===== src/rtl/playbus_pkg.sv =====
// playbus_pkg: shared types and constants for the PlayBus initiator.
//   ADDR_W_DEF      - default RAM/ROM address width (also block length width)
//   playbus_op_t    - transfer command encoding (source/sink pair)
//   playbus_state_t - bus sequencing phases
package playbus_pkg;

  localparam int ADDR_W_DEF = 4;

  typedef enum logic [1:0] {
    SW_TO_LED  = 2'b00,
    SW_TO_RAM  = 2'b01,
    ROM_TO_RAM = 2'b10,
    RAM_TO_LED = 2'b11
  } playbus_op_t;

  typedef enum logic [1:0] {
    IDLE   = 2'b00,
    SETUP  = 2'b01,
    STROBE = 2'b10,
    HOLD   = 2'b11
  } playbus_state_t;

endpackage


===== src/rtl/playbus_strobe_decode.sv =====
// playbus_strobe_decode: purely combinational decode of the registered
// (op, state) pair into the five PlayBus strobes.
// Ports:
//   op_i      - registered transfer op
//   state_i   - registered sequencer state
//   ramo_o, romo_o, swben_o - source output enables (exactly one while active)
//   ramw_o, ledltch_o       - sink strobes (only in STROBE)
module playbus_strobe_decode
  import playbus_pkg::*;
(
  input  playbus_op_t    op_i,
  input  playbus_state_t state_i,
  output logic           ramo_o,
  output logic           romo_o,
  output logic           swben_o,
  output logic           ramw_o,
  output logic           ledltch_o
);

  logic active;
  logic strobe;

  assign active = (state_i != IDLE);
  assign strobe = (state_i == STROBE);

  always_comb begin
    ramo_o    = 1'b0;
    romo_o    = 1'b0;
    swben_o   = 1'b0;
    ramw_o    = 1'b0;
    ledltch_o = 1'b0;
    // Each op selects exactly one source and one sink, so the source enable
    // is one-hot by construction and the sink only fires under its source.
    unique case (op_i)
      SW_TO_LED: begin
        swben_o   = active;
        ledltch_o = strobe;
      end
      SW_TO_RAM: begin
        swben_o = active;
        ramw_o  = strobe;
      end
      ROM_TO_RAM: begin
        romo_o = active;
        ramw_o = strobe;
      end
      RAM_TO_LED: begin
        ramo_o    = active;
        ledltch_o = strobe;
      end
      default: ;
    endcase
  end

endmodule


===== src/rtl/playbus_ctrl.sv =====
// playbus_ctrl: PlayBus bus initiator. Accepts a transfer command and runs a
// SETUP/STROBE/HOLD sequence per nibble, driving one source enable and one
// sink strobe so that two bus drivers are never enabled together.
// Optional feature macro: PLAYBUS_BLOCK_EN (block transfers of cmd_len+1
// nibbles with auto-incrementing addr); undefined = one transfer per command.
// Ports:
//   n_clk, reset         - clock (rising edge), async active-high reset
//   cmd_valid/cmd_ready  - command handshake (ready == IDLE)
//   cmd_op, cmd_addr, cmd_len - command fields, captured on accept
//   abort                - synchronous abort request while busy
//   RAMO, ROMO, SWBEN    - source enables
//   RAMW, LEDLTCH        - sink strobes
//   addr                 - current RAM/ROM address
//   busy, done           - not-IDLE flag, one-cycle normal-completion pulse
module playbus_ctrl
  import playbus_pkg::*;
#(
  parameter int ADDR_W = ADDR_W_DEF
) (
  input  logic              n_clk,
  input  logic              reset,
  input  logic              cmd_valid,
  output logic              cmd_ready,
  input  logic [1:0]        cmd_op,
  input  logic [ADDR_W-1:0] cmd_addr,
  input  logic [ADDR_W-1:0] cmd_len,
  input  logic              abort,
  output logic              RAMO,
  output logic              ROMO,
  output logic              SWBEN,
  output logic              RAMW,
  output logic              LEDLTCH,
  output logic [ADDR_W-1:0] addr,
  output logic              busy,
  output logic              done
);

  playbus_state_t    state_q, state_d;
  playbus_op_t       op_q, op_d;
  logic [ADDR_W-1:0] addr_q, addr_d;
  logic              abrt_q, abrt_d;
  logic              done_q, done_d;
  logic              last;
  logic              accept;

  assign accept = cmd_valid && (state_q == IDLE);

`ifdef PLAYBUS_BLOCK_EN
  logic [ADDR_W-1:0] cnt_q, cnt_d;

  assign last = (cnt_q == '0);

  always_comb begin
    cnt_d = cnt_q;
    if (accept) begin
      cnt_d = cmd_len;
    end else if (state_q == HOLD && !abort && !abrt_q && !last) begin
      cnt_d = cnt_q - 1'b1;
    end
  end

  always_ff @(posedge n_clk or posedge reset) begin
    if (reset) begin
      cnt_q <= '0;
    end else begin
      cnt_q <= cnt_d;
    end
  end
`else
  logic unused_len;

  assign unused_len = ^cmd_len;
  assign last       = 1'b1;
`endif

  always_comb begin
    state_d = state_q;
    op_d    = op_q;
    addr_d  = addr_q;
    abrt_d  = abrt_q;
    done_d  = 1'b0;
    unique case (state_q)
      IDLE: begin
        abrt_d = 1'b0;
        // abort is ignored here: a simultaneous command is still taken.
        if (cmd_valid) begin
          state_d = SETUP;
          op_d    = playbus_op_t'(cmd_op);
          addr_d  = cmd_addr;
        end
      end
      SETUP: begin
        state_d = abort ? IDLE : STROBE;
      end
      STROBE: begin
        // The strobe in flight always completes; remember the abort so HOLD
        // ends the command instead of starting the next transfer.
        state_d = HOLD;
        if (abort) begin
          abrt_d = 1'b1;
        end
      end
      HOLD: begin
        if (abort || abrt_q) begin
          state_d = IDLE;
          abrt_d  = 1'b0;
        end else if (last) begin
          state_d = IDLE;
          done_d  = 1'b1;
        end else begin
          state_d = SETUP;
          addr_d  = addr_q + 1'b1;
        end
      end
      default: state_d = IDLE;
    endcase
  end

  always_ff @(posedge n_clk or posedge reset) begin
    if (reset) begin
      state_q <= IDLE;
      op_q    <= SW_TO_LED;
      addr_q  <= '0;
      abrt_q  <= 1'b0;
      done_q  <= 1'b0;
    end else begin
      state_q <= state_d;
      op_q    <= op_d;
      addr_q  <= addr_d;
      abrt_q  <= abrt_d;
      done_q  <= done_d;
    end
  end

  playbus_strobe_decode u_decode (
    .op_i      (op_q),
    .state_i   (state_q),
    .ramo_o    (RAMO),
    .romo_o    (ROMO),
    .swben_o   (SWBEN),
    .ramw_o    (RAMW),
    .ledltch_o (LEDLTCH)
  );

  assign cmd_ready = (state_q == IDLE);
  assign busy      = (state_q != IDLE);
  assign done      = done_q;
  assign addr      = addr_q;

endmodule

===== config.mk =====
export PLATFORM = sky130hd
export DESIGN_NAME = playbus_ctrl
export DESIGN_NICKNAME = d
export VERILOG_FILES = /design/src/rtl/playbus_pkg.sv /design/src/rtl/playbus_strobe_decode.sv /design/src/rtl/playbus_ctrl.sv
export SDC_FILE = /design/constraint.sdc
export NUM_CORES = 1
export LEC_CHECK = 0
export ABC_CLOCK_PERIOD_IN_PS = 1500
export BUFFER_PORTS_ARGS = -buffer_cell sky130_fd_sc_hd__buf_2
export CAP_MARGIN = 30
export CORE_AREA = 4 4 41 43
export CTS_CLUSTER_DIAMETER = 30
export CTS_CLUSTER_SIZE = 10
export DETAILED_ROUTE_END_ITERATION = 7
export DIE_AREA = 0 0 45 47
export PLACE_DENSITY = 0.66
export SLEW_MARGIN = 30
export SYNTH_ARGS = -nofsm -noshare
export SYNTH_HDL_FRONTEND = slang
export SYNTH_SLANG_ARGS = --single-unit
export TNS_END_PERCENT = 10

===== constraint.sdc =====
create_clock -name n_clk -period 1.5 [get_ports n_clk]
set_clock_uncertainty 0.05 [all_clocks]
set_input_delay 0.45 -clock n_clk [delete_from_list [all_inputs] [get_ports n_clk]]
set_output_delay 0.45 -clock n_clk [all_outputs]
set_load 0.005 [all_outputs]

======== After elaboration in Yosys (flattened, before gate mapping) ========
Index checks and enable logic that the tools add are counted.
word-level totals
  flip-flop bits (word level) ............. 10
  word-level logic and storage cells ...... 37
  bits of input ports ..................... 14
  output and inout port bits .............. 12
operators by class
  equality and inequality tests ........... 9
  multiplexer cells ....................... 13
  reductions and logical operators ........ 10
operators by type and width
  kind                                                              count
  1-bit two-way mux                                                 9
  2-bit == test (second input constant)                             4
  2-bit one-hot mux with 4 select lines                             1
  2-bit inequality test (second input constant)                     3
  2-bit OR reduction                                                3
  2-bit by 1-bit == test with 1-bit output (second input constant)  2
  2-bit logical NOT                                                 2
  2-bit two-way mux                                                 2
  1-bit one-hot mux with 3 select lines                             1
  3-bit AND reduction                                               1
  3-bit nonzero test                                                1
  2-bit AND reduction                                               1
  2-bit nonzero test                                                1
  1-bit logical OR                                                  1

======== Depth between registers and ports, before layout ========
  word-level depth ........................ 3
  depth in mapped cells ................... 4
  mapped depth without buffers ............ 4

======== Hierarchy ========
A second synthesis with hierarchy kept.
unflattened totals
  cell total of the unflattened synthesis .. 40
  area total of the unflattened synthesis .. 514.2 um2
modules (own cells, without submodules)
  module                 instances  area an instance (um2)  sequential area each (um2)  cells an instance
  playbus_ctrl           1          410.4                   250.2                       29
  playbus_strobe_decode  1          103.8                   0.0                         11

======== Worst setup path after synthesis ========
Ideal clock, no wire load.
  kind .................................... reg-to-output
  start ................................... register op_q[0]
  end ..................................... output port RAMW
  arrival ................................. 851 ps
  buffers on the path ..................... 0
  stages on the path, launching flop included .. 5
  required time ........................... 1000 ps
  path slack .............................. 149 ps
  cell sequence ........................... dfrtp_1 -> inv_1 -> ha_1 -> inv_1 -> nor2_1
between the ends
  word-level cells in the longest chain between the ends .. 3
  elaborated cells on any way between the ends .. 4
RTL lines
  item                                                                       RTL line                     source
  start: declaration                                                         playbus_ctrl.sv:39           playbus_op_t op_q, op_d;
  start signal: assignment                                                   playbus_ctrl.sv:128          op_q <= op_d;
  2-bit by 1-bit == test with 1-bit output or 2-bit == test (tied branches)  playbus_strobe_decode.sv:34  unique case (op_i)
  2-bit OR reduction (no line) (*)                                           --
  1-bit two-way mux (*)                                                      playbus_strobe_decode.sv:34
  end: declaration                                                           playbus_ctrl.sv:31           output logic RAMW,
Mark *: on every way between the ends. The rest lies on a longest branch, timed or not.

======== Worst setup path in the final report ========
Same ends and word-level chain as after synthesis.

==> results.yml <==
outcome:
  status: "complete, but fails checks"
  violations: "negative setup slack"
synthesis:
  yosys_most_used_dff: "dfrtp_1"
  netlist_instances: 42
  synth.area.top_cells: "dfrtp_1 (52%), mux2_2 (14%), ha_1 (10%)"
  syn-mean-instance-area_sq_um: 11.50
  synth.distinct_cells: 12
  synth_nets: 60
  synthAdderAreaFrac: 0.1036
  synth_xor_area_frac: 0
  synthArstFlopShare: 1.000
  netlist_top_cells_count: "dfrtp_1 (10), nor2_1 (8), inv_1 (6), mux2_2 (6), ha_1 (4)"
  ys_ff_latch: 10
  synth_compound_area_frac: 0.02332
  synth-warning-count: 0
  synth_edf_count: 0
  synth_top_area_share: 0.5181
  synth.most_common_cell: "dfrtp_1"
  syn-cell-area_sq_um: 483.0
  synth_seq_area_share: 0.5181
  synthSimpleGateAreaFrac: 0.1684
  yosys-mux-area-fraction: 0.1399
  synth_top_family_by_area: "simple AND/OR/NAND/NOR gates"
  yosysTopAreaCell: "dfrtp_1"
routing:
  routed_wl_um: 885
  wire_per_inst_um: 10.54
  drtIter0Drc: 0
  wl_met1_um: 338
  wl_met3_um: 95
  vias: 390
  dr.pass1.iters: 1
  wl_met2_um: 433
  via_per_inst: 4.643
  highest_layer: "met4"
  route.detailed.drc: 0
  ant_nets: 0
layout:
  syn2layout_area_growth_pct: 47.41
  n_fill_cell: 123
  insertedDiodeCount: 0
  layout-drive-gt1-share: 0.6522
  multi_input_area_sq_um: 257.7
  final_util: 0.5471
  finalInstanceArea_sq_um: 711.9
  fin_nets: 89
  regArea_sq_um: 251.5
place:
  place_area_sq_um: 621.8
  place.gp.congestion: 0.7324
  dp_hpwl_um: 695.7
  portBuffers: 21
floorplan:
  start_util: 0.3712
  io_pins: 26
  core_region_area_sq_um: 1301
  die_w_um: 45
  die_area_sq_um: 2115
  die_height_um: 47
  placementRows: 13
clock_network:
  cts_buffer_depth: 2
  cts_max_level: 1
  cts_tree: "done"
  numCtsBuffers: 3
  cts.reportedPaths.clkPinSlew_ns: 0.06
  clock_latency_ns: 0.26
  cts_hold_buf: 0
  clock-sinks: 10
  cts_root_buf: "clkbuf_4"
setup_path:
  path_max_fanout: 3
  crit_path_start_kind: "register"
  ff2ff_path_depth: 2
  end_kind: "output pin"
  worst_ep_arrival_time_ns: 1.23
  cp.required_ns: 1.00
  worstSetupPathType: "register to output pin"
timing:
  hold_viol: 0
  drv_slew: 0
  whs_ns: 0.1067
  fmax_ghz: 0.5782
  fin_crit_ns: 1.729
  tightest_slew_ns: 0.3780
  setup_ws_ns: -0.2294
  relSlewSlack: 0.7477
  period_share: 1.153
  setup_tns_ns: -1.127
  setup_viol: 7
  rsz0062_at_grt: "yes"
pwr:
  vdd_ir_drop_max_mv: 0.8933
  p_per_area_nw_per_um2: 1957
  p_leak_nw: 0.3619
global_routing:
  overflow: 0
  grt_util_all_layers: 0.1080
  grt_pass1_vias: 373
  antenna_found_initial: 0
  grt_pass1_wl_um: 1587
  grt_max_degree: 11
min_path:
  hold_class: "primary input to async pin"
job:
  max_cap_violations: 0
## worst max-delay path: stages (launching register included)
cell     delay, ns
dfrtp_1       0.41
inv_2         0.08
ha_4          0.27
inv_2         0.03
nor2_2        0.08
buf_2         0.11
## kinds of logic after synthesis
group,Yosys count
fa+ha+maj,4
mux,6
compound gates,2
flops,10
simple gates,14
buf+inv,6
## sequential cells by signal, indices dropped and copies added (netlist names), named ones only
| signal | count |
|---|---|
| abrt_q | 1 |
| addr | 4 |
| done | 1 |
| op_q | 2 |
| state_q | 1 |
## routing by layer
| metal | global-route usage | vias up |
|---|---|---|
| met3 | 0.03831 | 2 |
| met2 | 0.1893 | 17 |
| li1 | - | 194 |
| met1 | 0.1085 | 177 |
| met4 | 0.07018 | 0 |
| met5 | 0 | - |
## stage by stage
step | cells | setup WS, ns | total power [mW]
global route | 84 | -0.2892 | 1.541
floorplan | 42 | 0.1490 | 0.8080
CTS | 84 | -0.2169 | 1.352
finish | 84 | -0.2294 | 1.393
detailed placement | 80 | 0.04223 | 1.063
global placement | 80 | 0.05681 | 1.043
## timing repair
action,in CTS,in global routing
setup endpoints to repair,7,7
pin swaps,3,4
gates resized for setup,9,7
cloned,0,0
setup buffers,1,0
## power breakdown
group,switching [mW],internal [mW],total [mW]
Sequential,0.109,0.393,0.502
Combinational,0.306,0.411,0.717
Clock,0.0821,0.0922,0.174
## placed cells by master, fill, tap and decap left out, types with 2 or more instances in the layout
cell type  instances
buf_2             21
dfrtp_1            9
mux2_2             6
nor2_1             5
nor2_2             3
inv_1              3
inv_2              3
ha_4               3
clkbuf_4           3
buf_6              3
nor2b_1            2
## path summary, 6_finish.rpt
check,startpoint,endpoint,slack [ns]
worst min register to register,addr[3],addr[3],0.45
worst max-delay path,op_q[0],RAMW,-0.23
min in group n_clk,abort,register,0.34
max in group asynchronous,reset,state_q[0],1.00
worst max register to register,register,addr[2],0.14
worst min-delay path,reset,op_q[0],0.11
## area by class of cell
type                       instances  share of cell area
clock buffer                       3             0.03163
multi-input combinational         26              0.3620
timing repair buffer              24              0.1951
sequential                        10              0.3533
inverter                           6             0.03163
tap                               15             0.02636
Power figures use the tool's default switching activity.
